--- src/rtl/timer_cnt_core_if.sv ---
// rtl/timer_cnt_core_if.sv - register-bank/detector side bundle of the timer counting core
interface timer_cnt_core_if #(
    parameter int CNT_WIDTH = 64,
    parameter int DIV_WIDTH = 4
);
    logic                 i_timer_en;
    logic                 i_div_en;
    logic [DIV_WIDTH-1:0] i_div_val;
    logic                 i_halt_detect;
    logic                 i_cnt_wr;
    logic [CNT_WIDTH-1:0] i_cnt_wdata;
    logic [CNT_WIDTH-1:0] i_cmp_val;
    logic                 i_int_en;
    logic                 i_int_clr;
    logic [CNT_WIDTH-1:0] o_cnt;
    logic                 o_int_st;
    logic                 o_interrupt;
    logic                 o_halt_ack;

    modport master (
        output i_timer_en, i_div_en, i_div_val, i_halt_detect, i_cnt_wr,
               i_cnt_wdata, i_cmp_val, i_int_en, i_int_clr,
        input  o_cnt, o_int_st, o_interrupt, o_halt_ack
    );

    modport slave (
        input  i_timer_en, i_div_en, i_div_val, i_halt_detect, i_cnt_wr,
               i_cnt_wdata, i_cmp_val, i_int_en, i_int_clr,
        output o_cnt, o_int_st, o_interrupt, o_halt_ack
    );
endinterface

--- src/rtl/timer_cnt_core.sv ---
// rtl/timer_cnt_core.sv - prescaled wrap-around counter with sticky compare status and halt ack
module timer_cnt_core #(
    parameter int CNT_WIDTH = 64,
    parameter int DIV_WIDTH = 4
) (
    input  logic           i_clk,
    input  logic           i_rst,
    timer_cnt_core_if.slave bus
);
    logic [CNT_WIDTH-1:0] cnt_q;
    logic [7:0]           div_cnt;
    logic                 st_q;
    logic                 ack_q;
    logic [3:0]           exp_eff;
    logic [7:0]           limit;
    logic                 div_done;
    logic                 tick;
    logic                 match;

    // Exponents above 8 saturate, so the prescaler never needs more than 8 bits.
    always_comb begin
        exp_eff = 4'd8;
        if ({{(32-DIV_WIDTH){1'b0}}, bus.i_div_val} < 32'd8)
            exp_eff = 4'(bus.i_div_val);
        limit    = 8'((9'd1 << exp_eff) - 9'd1);
        div_done = (div_cnt >= limit);
        tick     = bus.i_timer_en & ~bus.i_halt_detect & (~bus.i_div_en | div_done);
        match    = (cnt_q == bus.i_cmp_val);
    end

    always_ff @(posedge i_clk or posedge i_rst) begin
        if (i_rst) begin
            cnt_q   <= '0;
            div_cnt <= '0;
            st_q    <= 1'b0;
            ack_q   <= 1'b0;
        end else begin
            ack_q <= bus.i_halt_detect;

            // >= rather than == lets a shrinking divider finish its period at once.
            if (!bus.i_timer_en || !bus.i_div_en)
                div_cnt <= '0;
            else if (!bus.i_halt_detect)
                div_cnt <= div_done ? 8'd0 : div_cnt + 8'd1;

            if (bus.i_cnt_wr)
                cnt_q <= bus.i_cnt_wdata;
            else if (tick)
                cnt_q <= cnt_q + 1'b1;

            if (match)
                st_q <= 1'b1;
            else if (bus.i_int_clr)
                st_q <= 1'b0;
        end
    end

    assign bus.o_cnt       = cnt_q;
    assign bus.o_int_st    = st_q;
    assign bus.o_interrupt = st_q & bus.i_int_en;
    assign bus.o_halt_ack  = ack_q;
endmodule

--- src/flat_wrapper.sv ---
// flat-port wrapper written by rule: the top's interface ports become plain ports
module timer_cnt_core_flat 
#(
    parameter int CNT_WIDTH = 64,
    parameter int DIV_WIDTH = 4
)
  (i_clk, i_rst, bus_i_timer_en, bus_i_div_en, bus_i_div_val, bus_i_halt_detect, bus_i_cnt_wr, bus_i_cnt_wdata, bus_i_cmp_val, bus_i_int_en, bus_i_int_clr, bus_o_cnt, bus_o_int_st, bus_o_interrupt, bus_o_halt_ack);
  timer_cnt_core_if #(.CNT_WIDTH(CNT_WIDTH), .DIV_WIDTH(DIV_WIDTH)) bus_i ();
  input  logic i_clk;
  input  logic i_rst;
  input wire logic [$bits(bus_i.i_timer_en)-1:0] bus_i_timer_en;
  input wire logic [$bits(bus_i.i_div_en)-1:0] bus_i_div_en;
  input wire logic [$bits(bus_i.i_div_val)-1:0] bus_i_div_val;
  input wire logic [$bits(bus_i.i_halt_detect)-1:0] bus_i_halt_detect;
  input wire logic [$bits(bus_i.i_cnt_wr)-1:0] bus_i_cnt_wr;
  input wire logic [$bits(bus_i.i_cnt_wdata)-1:0] bus_i_cnt_wdata;
  input wire logic [$bits(bus_i.i_cmp_val)-1:0] bus_i_cmp_val;
  input wire logic [$bits(bus_i.i_int_en)-1:0] bus_i_int_en;
  input wire logic [$bits(bus_i.i_int_clr)-1:0] bus_i_int_clr;
  output wire logic [$bits(bus_i.o_cnt)-1:0] bus_o_cnt;
  output wire logic [$bits(bus_i.o_int_st)-1:0] bus_o_int_st;
  output wire logic [$bits(bus_i.o_interrupt)-1:0] bus_o_interrupt;
  output wire logic [$bits(bus_i.o_halt_ack)-1:0] bus_o_halt_ack;
  assign bus_i.i_timer_en = bus_i_timer_en;
  assign bus_i.i_div_en = bus_i_div_en;
  assign bus_i.i_div_val = bus_i_div_val;
  assign bus_i.i_halt_detect = bus_i_halt_detect;
  assign bus_i.i_cnt_wr = bus_i_cnt_wr;
  assign bus_i.i_cnt_wdata = bus_i_cnt_wdata;
  assign bus_i.i_cmp_val = bus_i_cmp_val;
  assign bus_i.i_int_en = bus_i_int_en;
  assign bus_i.i_int_clr = bus_i_int_clr;
  assign bus_o_cnt = bus_i.o_cnt;
  assign bus_o_int_st = bus_i.o_int_st;
  assign bus_o_interrupt = bus_i.o_interrupt;
  assign bus_o_halt_ack = bus_i.o_halt_ack;
  timer_cnt_core #(.CNT_WIDTH(CNT_WIDTH), .DIV_WIDTH(DIV_WIDTH)) u_core (.i_clk(i_clk), .i_rst(i_rst), .bus(bus_i));
endmodule
--- config.mk ---
export PLATFORM = sky130hd
export DESIGN_NAME = timer_cnt_core_flat
export DESIGN_NICKNAME = d
export VERILOG_FILES = /design/src/rtl/timer_cnt_core_if.sv /design/src/rtl/timer_cnt_core.sv /design/src/flat_wrapper.sv
export SDC_FILE = /design/constraint.sdc
export NUM_CORES = 1
export LEC_CHECK = 0
export CAP_MARGIN = 20
export CORE_ASPECT_RATIO = 1.25
export CORE_MARGIN = 2
export CORE_UTILIZATION = 45
export DETAILED_ROUTE_END_ITERATION = 8
export PLACE_DENSITY = 0.93
export SYNTH_ARGS = -nofsm -noshare
export SYNTH_HDL_FRONTEND = slang
export SYNTH_SLANG_ARGS = --single-unit
--- constraint.sdc ---
create_clock -name i_clk -period 4.08 [get_ports i_clk]
set_input_delay 0.816 -clock i_clk [delete_from_list [all_inputs] [get_ports i_clk]]
set_output_delay 0.816 -clock i_clk [all_outputs]
set_load 0.01 [all_outputs]
==> impl_metrics.tcl <==
set metrics [dict create \
    synthXorXnorAreaFrac_pct 17.20 \
    regToRegSetupSlack_ps 860 \
    synth_edf_count 0 \
    holdBufCountCts 0 \
    status "finished clean" \
    preCtsSetupSlack_ps -474.4 \
    grt_max_degree 40 \
    relSlewSlack_pct 37.86 \
    async_reset_ff_share_pct 100.0 \
    clock_skew_ps 4.636 \
    clk_latency_ps 340 \
    startpoint_type "primary input" \
    netlist_instances 647 \
    syn2layout_area_growth_pct 52.57 \
    met3RoutedLength_mm 2.085 \
    timing.final.ws_setup_ps 231.0 \
    crit_chain "dlymetal6s2s_1 -> or4_4 -> ha_4 -> nor3_4 -> a21o_1 -> a32oi_1 -> ha_1 -> a21oi_2 -> o211ai_1 -> buf_4 -> a311o_1 -> buf_6 -> nand2_1 -> buf_4 -> or4_1 -> a31oi_1" \
    postRouteWirelength_mm 21.02 \
    setup_viol 0 \
    netlist_area_mm2 0.005448 \
    synth_compound_area_share_pct 11.55 \
    rsz0062_at_grt "no" \
    tightestPinTransition_ps 923.5 \
    power_density_mw_per_mm2 280.6 \
    final_nets 1032 \
    crit_start "bus_i_div_val[1]" \
    maxSlewViolCount 0 \
    fp.dieW_um 102.4 \
    dieArea_mm2 0.01301 \
    path_class "in2reg" \
    syn_nets 798 \
    vias_per_cell 6.096 \
    ir_worst_vdd_v 0.0002158 \
    yosysUniqueCellTypes 56 \
    routed.top_layer "met4" \
    grt_pass1_vias 6188 \
    drt_iter0_markers 599 \
    synthAdderAreaFrac_pct 2.526 \
    slowest_delay_ps 550 \
    critPathArrivalTime_ps 4110 \
    fp.coreArea_mm2 0.01173 \
    worstReg2RegEnd "u_core.bus.o_cnt[37]$_DFFE_PP0P_" \
    min_path_type "reg2reg" \
    drcViolationCount 0 \
    grt_pass1_wl_mm 32.25 \
    io_buffers 206 \
    synth.top_cell.area_share_pct 33.99 \
    ctsRootBufferMaster "clkbuf_16" \
    synthTopCellsByArea "dfrtp_1 34%, xnor2_1 14%, nand4_1 5.6%" \
    synth-main-ff-cell "dfrtp_1" \
    cpMostUsedCell "buf_4" \
    cp_max_fo 7 \
    floorplan.initialDensity_pct 46.46 \
    synth_top_family_by_area "simple AND/OR/NAND/NOR gates" \
    track_usage_pct 32.28 \
    diodes 0 \
    dp.cells 1026 \
    synth_simple_gate_area_share_pct 30.36 \
    clock_sinks 74 \
    max_freq_mhz 259.8 \
    dpl.hpwl_mm 16.17 \
    synth_largest_area_cell "dfrtp_1" \
    die_height_um 127.0 \
    reg2reg_from "u_core.bus.o_cnt[3]$_DFFE_PP0P_" \
    drt-wirelength-per-cell_um 20.08 \
    drive_gt1_share_pct 9.707 \
    fin_cells 1047 \
    design_area_mm2 0.008312 \
    routed-wl-met2_mm 9.752 \
    finalSetupTns_ps 0 \
    placed_area_mm2 0.007946 \
    htreeDepth 3 \
    num_rows 44 \
    finalCritPeriodShare_pct 94.34 \
    synthMuxAreaShare_pct 1.011 \
    worstPathRequired_ps 4340 \
    synth.yosys.warnings 0 \
    seq_area_frac_synth_pct 33.99 \
    antenna_found_initial 0 \
    p_leak_uw 0.003134 \
    min_period_ps 3849 \
    wl_met1_mm 7.688 \
    cts_buffers 9 \
    ys_seq_elements 74 \
    vias 6382 \
    slowest_stage "or4_4" \
    ant_nets 0 \
    ioPinCount 207 \
    overflow 0 \
    cap_violations 0 \
    tritoncts "done" \
    dr.pass1.iters 5 \
    r2r_cells 6 \
    gp_congestion 0.9780 \
    cts_buffer_depth 2 \
    endpoint "u_core.bus.o_cnt[37]$_DFFE_PP0P_" \
    avgSynthCellArea_um2 8.420 \
    endpoint_kind "flip-flop" \
    cts.clk_slew.worst_paths_ps 60 \
    hold_violations 0 \
]
registers in the layout, summed over array words and instances (netlist names):
signal and cells:
u_core.div_cnt 8, u_core.bus.o_halt_ack 1, u_core.bus.o_int_st 1, u_core.bus.o_cnt 64
cell usage after synthesis, drive strengths merged, types with 11 or more instances:
master   n
nand2   65
or3     12
a31oi   20
xor2    22
clkbuf  30
o21ai   44
dfrtp   74
nor3    12
and3    13
nor2    36
nor4    20
inv     11
nand3   41
or4     19
ha      11
xnor2   85
nand4   49
final cells by class:
class / instances / area [µm²]
multi-input combinational: 526 / 3463
fill: 856 / 3415
timing repair buffer: 259 / 2489
sequential: 74 / 1852
clock buffer: 13 / 250.2
tap: 161 / 201.4
inverter: 11 / 41.29
clock inverter: 3 / 15.01
worst min path at each step:
| stage | from | end | slack, ps | depth (start not counted) |
|---|---|---|---|---|
| floorplan | u_core.div_cnt[7]$_DFFE_PP0P_ | u_core.div_cnt[7]$_DFFE_PP0P_ | 510 | 2 |
| global placement | u_core.bus.o_int_st$_DFFE_PP0P_ | u_core.bus.o_int_st$_DFFE_PP0P_ | 520 | 2 |
| detailed placement | u_core.div_cnt[7]$_DFFE_PP0P_ | u_core.div_cnt[7]$_DFFE_PP0P_ | 550 | 2 |
| CTS | u_core.bus.o_int_st$_DFFE_PP0P_ | u_core.bus.o_int_st$_DFFE_PP0P_ | 560 | 2 |
| global route | u_core.bus.o_int_st$_DFFE_PP0P_ | u_core.bus.o_int_st$_DFFE_PP0P_ | 610 | 2 |
| finish | u_core.bus.o_int_st$_DFFE_PP0P_ | u_core.bus.o_int_st$_DFFE_PP0P_ | 560 | 2 |
worst max-delay path, delay by kind of cell:
kind,cells,cell delay (ps)
adders and majority gates,2,540
and+or+nand+nor,4,1280
buffers and inverters,4,590
AOI/OAI and AO/OA,6,890
power by group:
part / total [µW] / internal [µW] / switching (µW)
sequential: 932 / 794 / 138
clock: 734 / 426 / 308
combinational: 666 / 380 / 285
total: 2330 / 1600 / 732
per-stage QoR:
| stage | util (%) | power [µW] | hold WS [ps] |
|---|---|---|---|
| after floorplan | - | 1180 | 508.5 |
| after global placement | 67.77 | 1572 | 522.5 |
| after detailed placement | 67.77 | 1586 | 552.7 |
| after CTS | 70.41 | 2318 | 564.2 |
| after global routing | 70.88 | 2412 | 606.3 |
| final | 70.88 | 2332 | 561.4 |
cell families after synthesis:
logic type | count (synthesis)
XOR/XNOR | 107
multiplexers | 5
AND/OR/NAND/NOR | 303
buffers and inverters | 47
adder cells (fa/ha/maj) | 11
flip-flops | 74
AO/OA/AOI/OAI | 100
repair_timing:
item                                    4_1_cts  5_1_grt
pin swaps                                     2       10
endpoints found under the setup margin       31       54
buffers inserted                              3        2
gates resized for setup                       5       11
cells in the final DEF, fill, tap and decap left out, types with 5 or more instances in the layout:
| master | n |
|---|---|
| a31oi_1 | 20 |
| and2_1 | 7 |
| and3_1 | 12 |
| and4_1 | 7 |
| buf_4 | 49 |
| clkbuf_16 | 9 |
| clkdlybuf4s50_1 | 201 |
| dfrtp_1 | 74 |
| ha_1 | 10 |
| inv_1 | 10 |
| nand2_1 | 65 |
| nand2b_1 | 5 |
| nand3_1 | 39 |
| nand4_1 | 49 |
| nor2_1 | 35 |
| nor2b_1 | 5 |
| nor3_1 | 11 |
| nor4_1 | 20 |
| o211ai_1 | 5 |
| o21ai_0 | 43 |
| o31ai_1 | 9 |
| or3_1 | 11 |
| or4_1 | 16 |
| xnor2_1 | 85 |
| xor2_1 | 22 |
layer usage:
layer  global-route usage, %  up-vias
met5                       0        -
met4                   21.73        0
met3                   5.908      107
met2                   51.01      456
met1                   39.75     2962
li1                        -     2857
(Power assumes the default switching activity.)
